**config.mk**
```make
export PLATFORM = sky130hd
export DESIGN_NAME = gpr_multicycle_exec
export DESIGN_NICKNAME = d
export VERILOG_FILES = /design/src/rtl/gpr_multicycle_exec.sv
export SDC_FILE = /design/constraint.sdc
export NUM_CORES = 2
export LEC_CHECK = 0
export CORE_ASPECT_RATIO = 1.4
export CORE_MARGIN = 2
export CORE_UTILIZATION = 30
export CTS_BUF_LIST = sky130_fd_sc_hd__clkbuf_4 sky130_fd_sc_hd__clkbuf_8 sky130_fd_sc_hd__clkbuf_16
export CTS_CLUSTER_SIZE = 20
export DETAILED_ROUTE_END_ITERATION = 7
export GPL_ROUTABILITY_DRIVEN = 0
export PLACE_DENSITY = 0.45
export SLEW_MARGIN = 10
export SYNTH_ARGS = -nofsm -noshare
export SYNTH_HDL_FRONTEND = slang
export SYNTH_SLANG_ARGS = --single-unit
```
**constraint.sdc**
```tcl
create_clock -name clk -period 3.7 [get_ports clk]
set_input_delay 0.555 -clock clk [delete_from_list [all_inputs] [get_ports clk]]
set_output_delay 0.555 -clock clk [all_outputs]
set_load 0.01 [all_outputs]
```
**src/rtl/gpr_multicycle_exec.sv**
```systemverilog
// Multicycle execution core: GPR file, ALU with {V,C,S,Z} flags and a shift-add multiplier.
// Accepts one decoded instruction over valid/ready and retires it through IDLE->OPER->EXEC->WB.
module gpr_multicycle_exec #(
    parameter  int DATA_W  = 16,
    parameter  int NUM_GPR = 32,
    parameter  int IMM_W   = 16,
    localparam int RA_W    = $clog2(NUM_GPR)
) (
    input  logic              clk,
    input  logic              sys_rst,
    input  logic              instr_valid,
    output logic              instr_ready,
    input  logic [4:0]        instr_op,
    input  logic [RA_W-1:0]   instr_rdst,
    input  logic [RA_W-1:0]   instr_rsrc1,
    input  logic [RA_W-1:0]   instr_rsrc2,
    input  logic              instr_imm_mode,
    input  logic [IMM_W-1:0]  instr_imm,
    output logic              done,
    output logic              illegal,
    output logic [3:0]        flags,
    output logic [DATA_W-1:0] sgpr,
    input  logic [RA_W-1:0]   dbg_addr,
    output logic [DATA_W-1:0] dbg_data
);

    localparam int CNT_W = $clog2(DATA_W);

    localparam logic [4:0] OP_MOVSGPR = 5'd0;
    localparam logic [4:0] OP_MOV     = 5'd1;
    localparam logic [4:0] OP_ADD     = 5'd2;
    localparam logic [4:0] OP_SUB     = 5'd3;
    localparam logic [4:0] OP_MUL     = 5'd4;
    localparam logic [4:0] OP_OR      = 5'd5;
    localparam logic [4:0] OP_AND     = 5'd6;
    localparam logic [4:0] OP_XOR     = 5'd7;
    localparam logic [4:0] OP_XNOR    = 5'd8;
    localparam logic [4:0] OP_NAND    = 5'd9;
    localparam logic [4:0] OP_NOR     = 5'd10;
    localparam logic [4:0] OP_NOT     = 5'd11;

    typedef enum logic [1:0] {
        S_IDLE,
        S_OPER,
        S_EXEC,
        S_WB
    } state_t;

    state_t              state;
    logic [4:0]          op_q;
    logic [RA_W-1:0]     rdst_q;
    logic [RA_W-1:0]     rsrc1_q;
    logic [RA_W-1:0]     rsrc2_q;
    logic                imm_mode_q;
    logic [IMM_W-1:0]    imm_q;
    logic [DATA_W-1:0]   opa;
    logic [DATA_W-1:0]   opb;
    logic [2*DATA_W-1:0] prod;
    logic [CNT_W-1:0]    cnt;
    logic [DATA_W-1:0]   gpr [NUM_GPR];

    logic [DATA_W-1:0]   b_sel;
    logic [DATA_W:0]     sum_ext;
    logic [DATA_W:0]     diff_ext;
    logic [DATA_W:0]     mul_add;
    logic [DATA_W-1:0]   alu_res;
    logic                alu_c;
    logic                alu_v;
    logic [3:0]          alu_flags;
    logic [DATA_W-1:0]   mul_hi;
    logic [3:0]          mul_flags;
    logic                op_illegal;

    assign dbg_data   = gpr[dbg_addr];
    assign op_illegal = (op_q > OP_NOT);
    assign b_sel      = imm_mode_q ? DATA_W'(imm_q) : gpr[rsrc2_q];

    // Subtraction is A + ~B + 1, so a carry out means "no borrow".
    assign sum_ext  = {1'b0, opa} + {1'b0, opb};
    assign diff_ext = {1'b0, opa} + {1'b0, ~opb} + {{DATA_W{1'b0}}, 1'b1};

    // One shift-add step: the multiplier sits in the low half of prod and is consumed LSB first.
    assign mul_add  = {1'b0, prod[2*DATA_W-1:DATA_W]} + {1'b0, (prod[0] ? opa : {DATA_W{1'b0}})};

    assign mul_hi    = prod[2*DATA_W-1:DATA_W];
    assign mul_flags = {(mul_hi != '0), (mul_hi != '0), prod[2*DATA_W-1], (prod == '0)};

    always_comb begin
        alu_res = '0;
        alu_c   = 1'b0;
        alu_v   = 1'b0;
        case (op_q)
            OP_MOVSGPR: alu_res = sgpr;
            OP_MOV:     alu_res = opb;
            OP_ADD: begin
                alu_res = sum_ext[DATA_W-1:0];
                alu_c   = sum_ext[DATA_W];
                alu_v   = (opa[DATA_W-1] == opb[DATA_W-1]) &&
                          (sum_ext[DATA_W-1] != opa[DATA_W-1]);
            end
            OP_SUB: begin
                alu_res = diff_ext[DATA_W-1:0];
                alu_c   = diff_ext[DATA_W];
                alu_v   = (opa[DATA_W-1] != opb[DATA_W-1]) &&
                          (diff_ext[DATA_W-1] != opa[DATA_W-1]);
            end
            OP_OR:      alu_res = opa | opb;
            OP_AND:     alu_res = opa & opb;
            OP_XOR:     alu_res = opa ^ opb;
            OP_XNOR:    alu_res = ~(opa ^ opb);
            OP_NAND:    alu_res = ~(opa & opb);
            OP_NOR:     alu_res = ~(opa | opb);
            OP_NOT:     alu_res = ~opa;
            default:    alu_res = '0;
        endcase
    end

    assign alu_flags = {alu_v, alu_c, alu_res[DATA_W-1], (alu_res == '0)};

    // Reset clears architectural state at once, so an in-flight instruction never reaches WB.
    always_ff @(posedge clk) begin
        if (sys_rst) begin
            state       <= S_IDLE;
            instr_ready <= 1'b1;
            done        <= 1'b0;
            illegal     <= 1'b0;
            flags       <= '0;
            sgpr        <= '0;
            op_q        <= '0;
            rdst_q      <= '0;
            rsrc1_q     <= '0;
            rsrc2_q     <= '0;
            imm_mode_q  <= 1'b0;
            imm_q       <= '0;
            opa         <= '0;
            opb         <= '0;
            prod        <= '0;
            cnt         <= '0;
            for (int i = 0; i < NUM_GPR; i++) begin
                gpr[i] <= '0;
            end
        end else begin
            done    <= 1'b0;
            illegal <= 1'b0;
            case (state)
                S_IDLE: begin
                    if (instr_valid && instr_ready) begin
                        op_q        <= instr_op;
                        rdst_q      <= instr_rdst;
                        rsrc1_q     <= instr_rsrc1;
                        rsrc2_q     <= instr_rsrc2;
                        imm_mode_q  <= instr_imm_mode;
                        imm_q       <= instr_imm;
                        instr_ready <= 1'b0;
                        state       <= S_OPER;
                    end
                end
                S_OPER: begin
                    opa   <= gpr[rsrc1_q];
                    opb   <= b_sel;
                    prod  <= {{DATA_W{1'b0}}, b_sel};
                    cnt   <= '0;
                    state <= S_EXEC;
                end
                S_EXEC: begin
                    if (op_q == OP_MUL) begin
                        prod <= {mul_add, prod[DATA_W-1:1]};
                        cnt  <= cnt + 1'b1;
                        if (cnt == CNT_W'(DATA_W - 1)) begin
                            state <= S_WB;
                        end
                    end else begin
                        state <= S_WB;
                    end
                end
                S_WB: begin
                    done        <= 1'b1;
                    instr_ready <= 1'b1;
                    state       <= S_IDLE;
                    if (op_illegal) begin
                        illegal <= 1'b1;
                    end else if (op_q == OP_MUL) begin
                        gpr[rdst_q] <= prod[DATA_W-1:0];
                        sgpr        <= mul_hi;
                        flags       <= mul_flags;
                    end else begin
                        gpr[rdst_q] <= alu_res;
                        flags       <= alu_flags;
                    end
                end
                default: begin
                    state       <= S_IDLE;
                    instr_ready <= 1'b1;
                end
            endcase
        end
    end

endmodule

```
Word level (Yosys, flattened, before mapping):

Memory sizes are Yosys's and may differ from the RTL's. A register that Yosys moved wholly into a read port is not among the register bits.
Index checks and enable logic that the tools add are counted.

* register bits: 114
* memory bits (writable): 512
* input bits: 45
* word-level logic and storage cells: 109
* memories kept: 1

* $add $sub $neg: 5
* $lt $le $gt $ge: 1
* equal/unequal tests: 22
* muxes and demuxes: 36
* bitwise gates (word level): 11
* reductions and logical operators: 18

Memory list
* gpr: depth 32, width 16, read ports 3, clocked after memory_dff 2, wr ports 32, line 60 `logic [DATA_W-1:0] gpr [NUM_GPR];`

Operators with widths (count)
* 16-bit case mux with 11 select lines: 1
* 16-bit NOT: 5
* 16-bit two-way mux: 4
* 32-bit case mux with 2 select lines: 1
* 16-bit by 16-bit adder with 17-bit output: 3
* 32-bit logical NOT: 1
* 32-bit two-way mux: 1
* 5-bit by 3-bit == test with 1-bit output, second input constant: 4
* 5-bit by 4-bit == test with 1-bit output, second input constant: 4
* 17-bit by 1-bit adder with 17-bit output, second input constant: 1
* 16-bit AND: 1
* 16-bit logical NOT: 1
* 1-bit two-way mux: 16
* 16-bit bitwise OR: 1
* 16-bit nonzero test: 1
* 16-bit OR reduction: 1
* 16-bit bitwise XOR: 1
* 5-bit two-way mux: 3
* 5-bit by 2-bit == test with 1-bit output, second input constant: 2
* 2-bit AND reduction: 5
* 4-bit two-way mux: 2
* 2-bit case mux with 4 select lines: 1
* 4-bit case mux with 2 select lines: 1
* 2-bit two-way mux: 3
* other kinds (19): 29

Depth between registers and ports, before layout:

* word-level depth: 9
* depth in mapped cells: 14
* mapped depth without buffers: 13

Least setup slack after synthesis:

OpenSTA, ideal clock, no wires.

* kind: input to output
* start point: input dbg_addr[0]
* end point: output dbg_data[0]
* arrival time: 2.671 ns
* path slack: 0.474 ns
* stages: 5
* cells stage by stage: buf_2 buf_1 mux4_2 mux4_2 mux2_2

* longest elaborated chain between the ends: 1

RTL lines
* start, declared: line 23 `input logic [RA_W-1:0] dbg_addr,`
* memory read 32 x 16 bit
* end, declared: line 24 `output logic [DATA_W-1:0] dbg_data`

Every way passes these cells.

==> reports/results.ini <==
[critical_path]
worstPathArrival_ps = 3020
crit_buf_inv = 1
cp.required_ps = 3140
cp-start-kind = register
cpMostUsedCell = mux4_2
worstSetupPathType = register to primary output
critPathCaptureType = primary output
cp_slowest_cell = mux4_2
max_stage_delay_ps = 560
critPathMaxFanout = 3
rrSetupSlack_ps = 220
path_cells = mux4_2, mux4_2, mux2_2, clkdlybuf4s50_1
cp_top_family = multiplexers

[yosys]
synth_ff_type = edfxtp_1
synth_area_um2 = 39180
async_flop_share = 0
synth_top_area_frac = 0.3924
synth_warnings = 0
synth_cell_types = 93
ys_ff_latch = 647
synth-edff-count = 512
syn_nets = 3199
synth_cells = 3077
seq_area_frac_synth = 0.4614
synthTopCellsByArea = edfxtp_1 39%, mux4_2 28%, dfxtp_1 6.9%
avgSynthCellArea_um2 = 12.73
synth_top_area_cell = edfxtp_1

[floorplan]
die_y_um = 431.6
io_pins = 84
fp-row-count = 156
coreArea_um2 = 129400
initial_utilization = 0.3028
dieArea_um2 = 133500
die_w_um = 309.4

[power_and_ir_drop]
switching_share = 0.3732
p_leak_nw = 15.03
cellPowerDensity_nw_per_um2 = 591.7
vdd_ir_drop_max_mv = 0.3408
p_clk_frac = 0.289
combPwrFrac = 0.377
pwr-share-seq = 0.334
p_sw_mw = 10.10
p_int_mw = 16.97

[cts]
clk_pin_slew_ps = 70
worstSkewPairLatency_ps = 690
htree_levels = 3
cts_tree = done
clock_sinks = 647
cts_root_buf = clkbuf_16
cts_buffer_depth = 3
numCtsBuffers = 71

[final_layout]
syn2layout_area_growth_pct = 16.80
drive_above_1_share = 0.2793
final_util = 0.3536
layout.nets = 3294
insertedDiodeCount = 0

[sta]
max_freq_mhz = 280.1
timing.final.ws_setup_ps = 129.4
drv_slew = 0
rsz0062_at_grt = false
fin_skew_ps = 38.72
holdWs_ps = 307.0
period_share = 0.9650
min_period_ps = 3571
finalHoldViolations = 0
relSlewSlack = 0.1967
finalSetupTns_ps = 0
setup_viol = 0
tightest_slew_ps = 1180

[routing]
ant_nets = 0
drt-pass1-iter-count = 6
drc = 0
dr.first_iter.drc_count = 3002
wl_met3_um = 7554
met2_length_um = 79870
vias = 28040
routedWlPerCell_um = 29.86
wl_met1_um = 55300
wl_um = 148300
top_layer_used = met5
vias_per_cell = 5.645

[placed_design]
port_buffers = 83
pre_cts_ws_ps = 144.9
dp.final_hpwl_um = 106300

[global_routing]
grtUsageTotal = 0.2225
grt_max_degree = 68
grt_pass1_vias = 28120
grt_pass1_wl_um = 211000
antenna_found_initial = 2
grt_overflow_total = 0

[job]
drv_cap = 0

[min_path]
hold_class = primary input to register

[outcome]
status = completed

[logic make-up after synthesis]
family / Yosys count / share of synthesized area
and+or+nand+nor: 1086 / 0.1170
buffers and inverters: 335 / 0.03692
xor gates and xnor gates: 16 / 0.003577
adders and majority gates: 77 / 0.02517
muxes: 552 / 0.2952
AOI/OAI and AO/OA: 364 / 0.06074
DFF: 647 / 0.4614
[final cells by class]
type                            instances  area [µm²]
Fill cell                           12550       83650
Multi-Input combinational cell       2095       19750
Sequential cell                       647       18100
Timing Repair Buffer                  302        3009
Tap cell                             1738        2175
Clock buffer                           89        2047
Clock inverter                         41       471.7
Inverter                               55       206.4
[stage by stage]
stage | power (mW) | area [µm²] | std cells
after global routing | 28.20 | 45760 | 4967
after global placement | 19.42 | 43230 | 4837
after CTS | 27.28 | 45750 | 4967
final | 27.08 | 45760 | 4967
after floorplan | 15.31 | 39180 | 3077
after detailed placement | 19.41 | 43230 | 4837
[cell usage after synthesis, types with 6 or more instances]
| cell type | number |
|---|---|
| nor2_1 | 638 |
| edfxtp_1 | 512 |
| mux4_2 | 480 |
| nand2_1 | 259 |
| clkbuf_1 | 146 |
| dfxtp_1 | 135 |
| a21oi_1 | 112 |
| buf_2 | 93 |
| ha_1 | 74 |
| o21ai_0 | 74 |
| mux2i_1 | 54 |
| inv_1 | 53 |
| nand3_1 | 34 |
| a211oi_1 | 32 |
| buf_1 | 28 |
| nor3_1 | 22 |
| and2_1 | 18 |
| mux2_2 | 17 |
| nor4_1 | 16 |
| o221ai_1 | 15 |
| a21o_1 | 13 |
| nand4_1 | 12 |
| nor2b_1 | 12 |
| o211ai_1 | 12 |
| and3_1 | 10 |
| a31oi_1 | 9 |
| xor2_1 | 9 |
| nand2_2 | 8 |
| nand2b_1 | 8 |
| o22ai_1 | 8 |
| o31ai_1 | 8 |
| a221oi_1 | 7 |
| buf_6 | 7 |
| nor3b_1 | 7 |
| xnor2_1 | 7 |
| o21a_1 | 6 |
| or3_1 | 6 |
[timing repair]
action / 4_1_cts / 5_1_grt
hold buffers: 0 / 0
setup endpoints to repair: 0 / 97
buffers inserted: 0 / 0
gates resized for setup: 0 / 3
[path summary, 6_finish.rpt]
path,startpoint,end,cells past startpoint
max reg2reg,opb[0],gpr[24][14],13
min reg2reg,rsrc2_q[1],register,2
min,sys_rst,imm_q[1],2
max,gpr[22][15],dbg_data[15],4
[registers in the layout (all words and copies together) (netlist names), named ones only]
register	cells
instr_ready	1
illegal	1
op_q	5
cnt	4
state	2
imm_q	16
rsrc2_q	5
gpr	512
done	1
flags	4
rdst_q	5
opa	16
imm_mode_q	1
prod	32
sgpr	16
opb	16
rsrc1_q	5
[per-layer routing]
layer  global-route usage  vias to the layer above
li1                     -                    12020
met1               0.2616                    14710
met2               0.4108                     1027
met3              0.02629                      270
met4              0.08276                        4
met5                    0                        -
[power by group through the flow]
stage	combinational [mW]	clock [mW]	sequential, mW
after floorplan	6.48	0	8.83
final	10.2	7.82	9.05
after detailed placement	10.2	0	9.20
after global routing	10.9	8.20	9.13
after global placement	10.2	0	9.20
after CTS	10.2	7.99	9.05
[layout by cell type, fill, tap and decap left out, types with 10 or more instances in the layout]
master           netlist  layout
mux2i_1               54      51
buf_12                 0      43
nor3_1                22      22
mux2_2                17      17
dfxtp_1              135     127
clkdlybuf4s50_1        0      78
ha_1                  74      73
and2_1                18      18
edfxtp_1             512     512
clkinv_2               0      10
o21ai_0               74      74
inv_1                 53      53
nor2b_1               12      12
a21oi_1              112     106
o211ai_1              12      12
mux4_2               480     480
nand4_1               12      12
o221ai_1              15      15
nand2_1              259     259
a21o_1                13      13
nor4_1                16      14
a211oi_1              32      32
clkbuf_16              0      78
nor2_1               638     638
clkinv_1               1      11
buf_4                  5     178
nand3_1               34      33
Power figures use the tool's default switching activity.
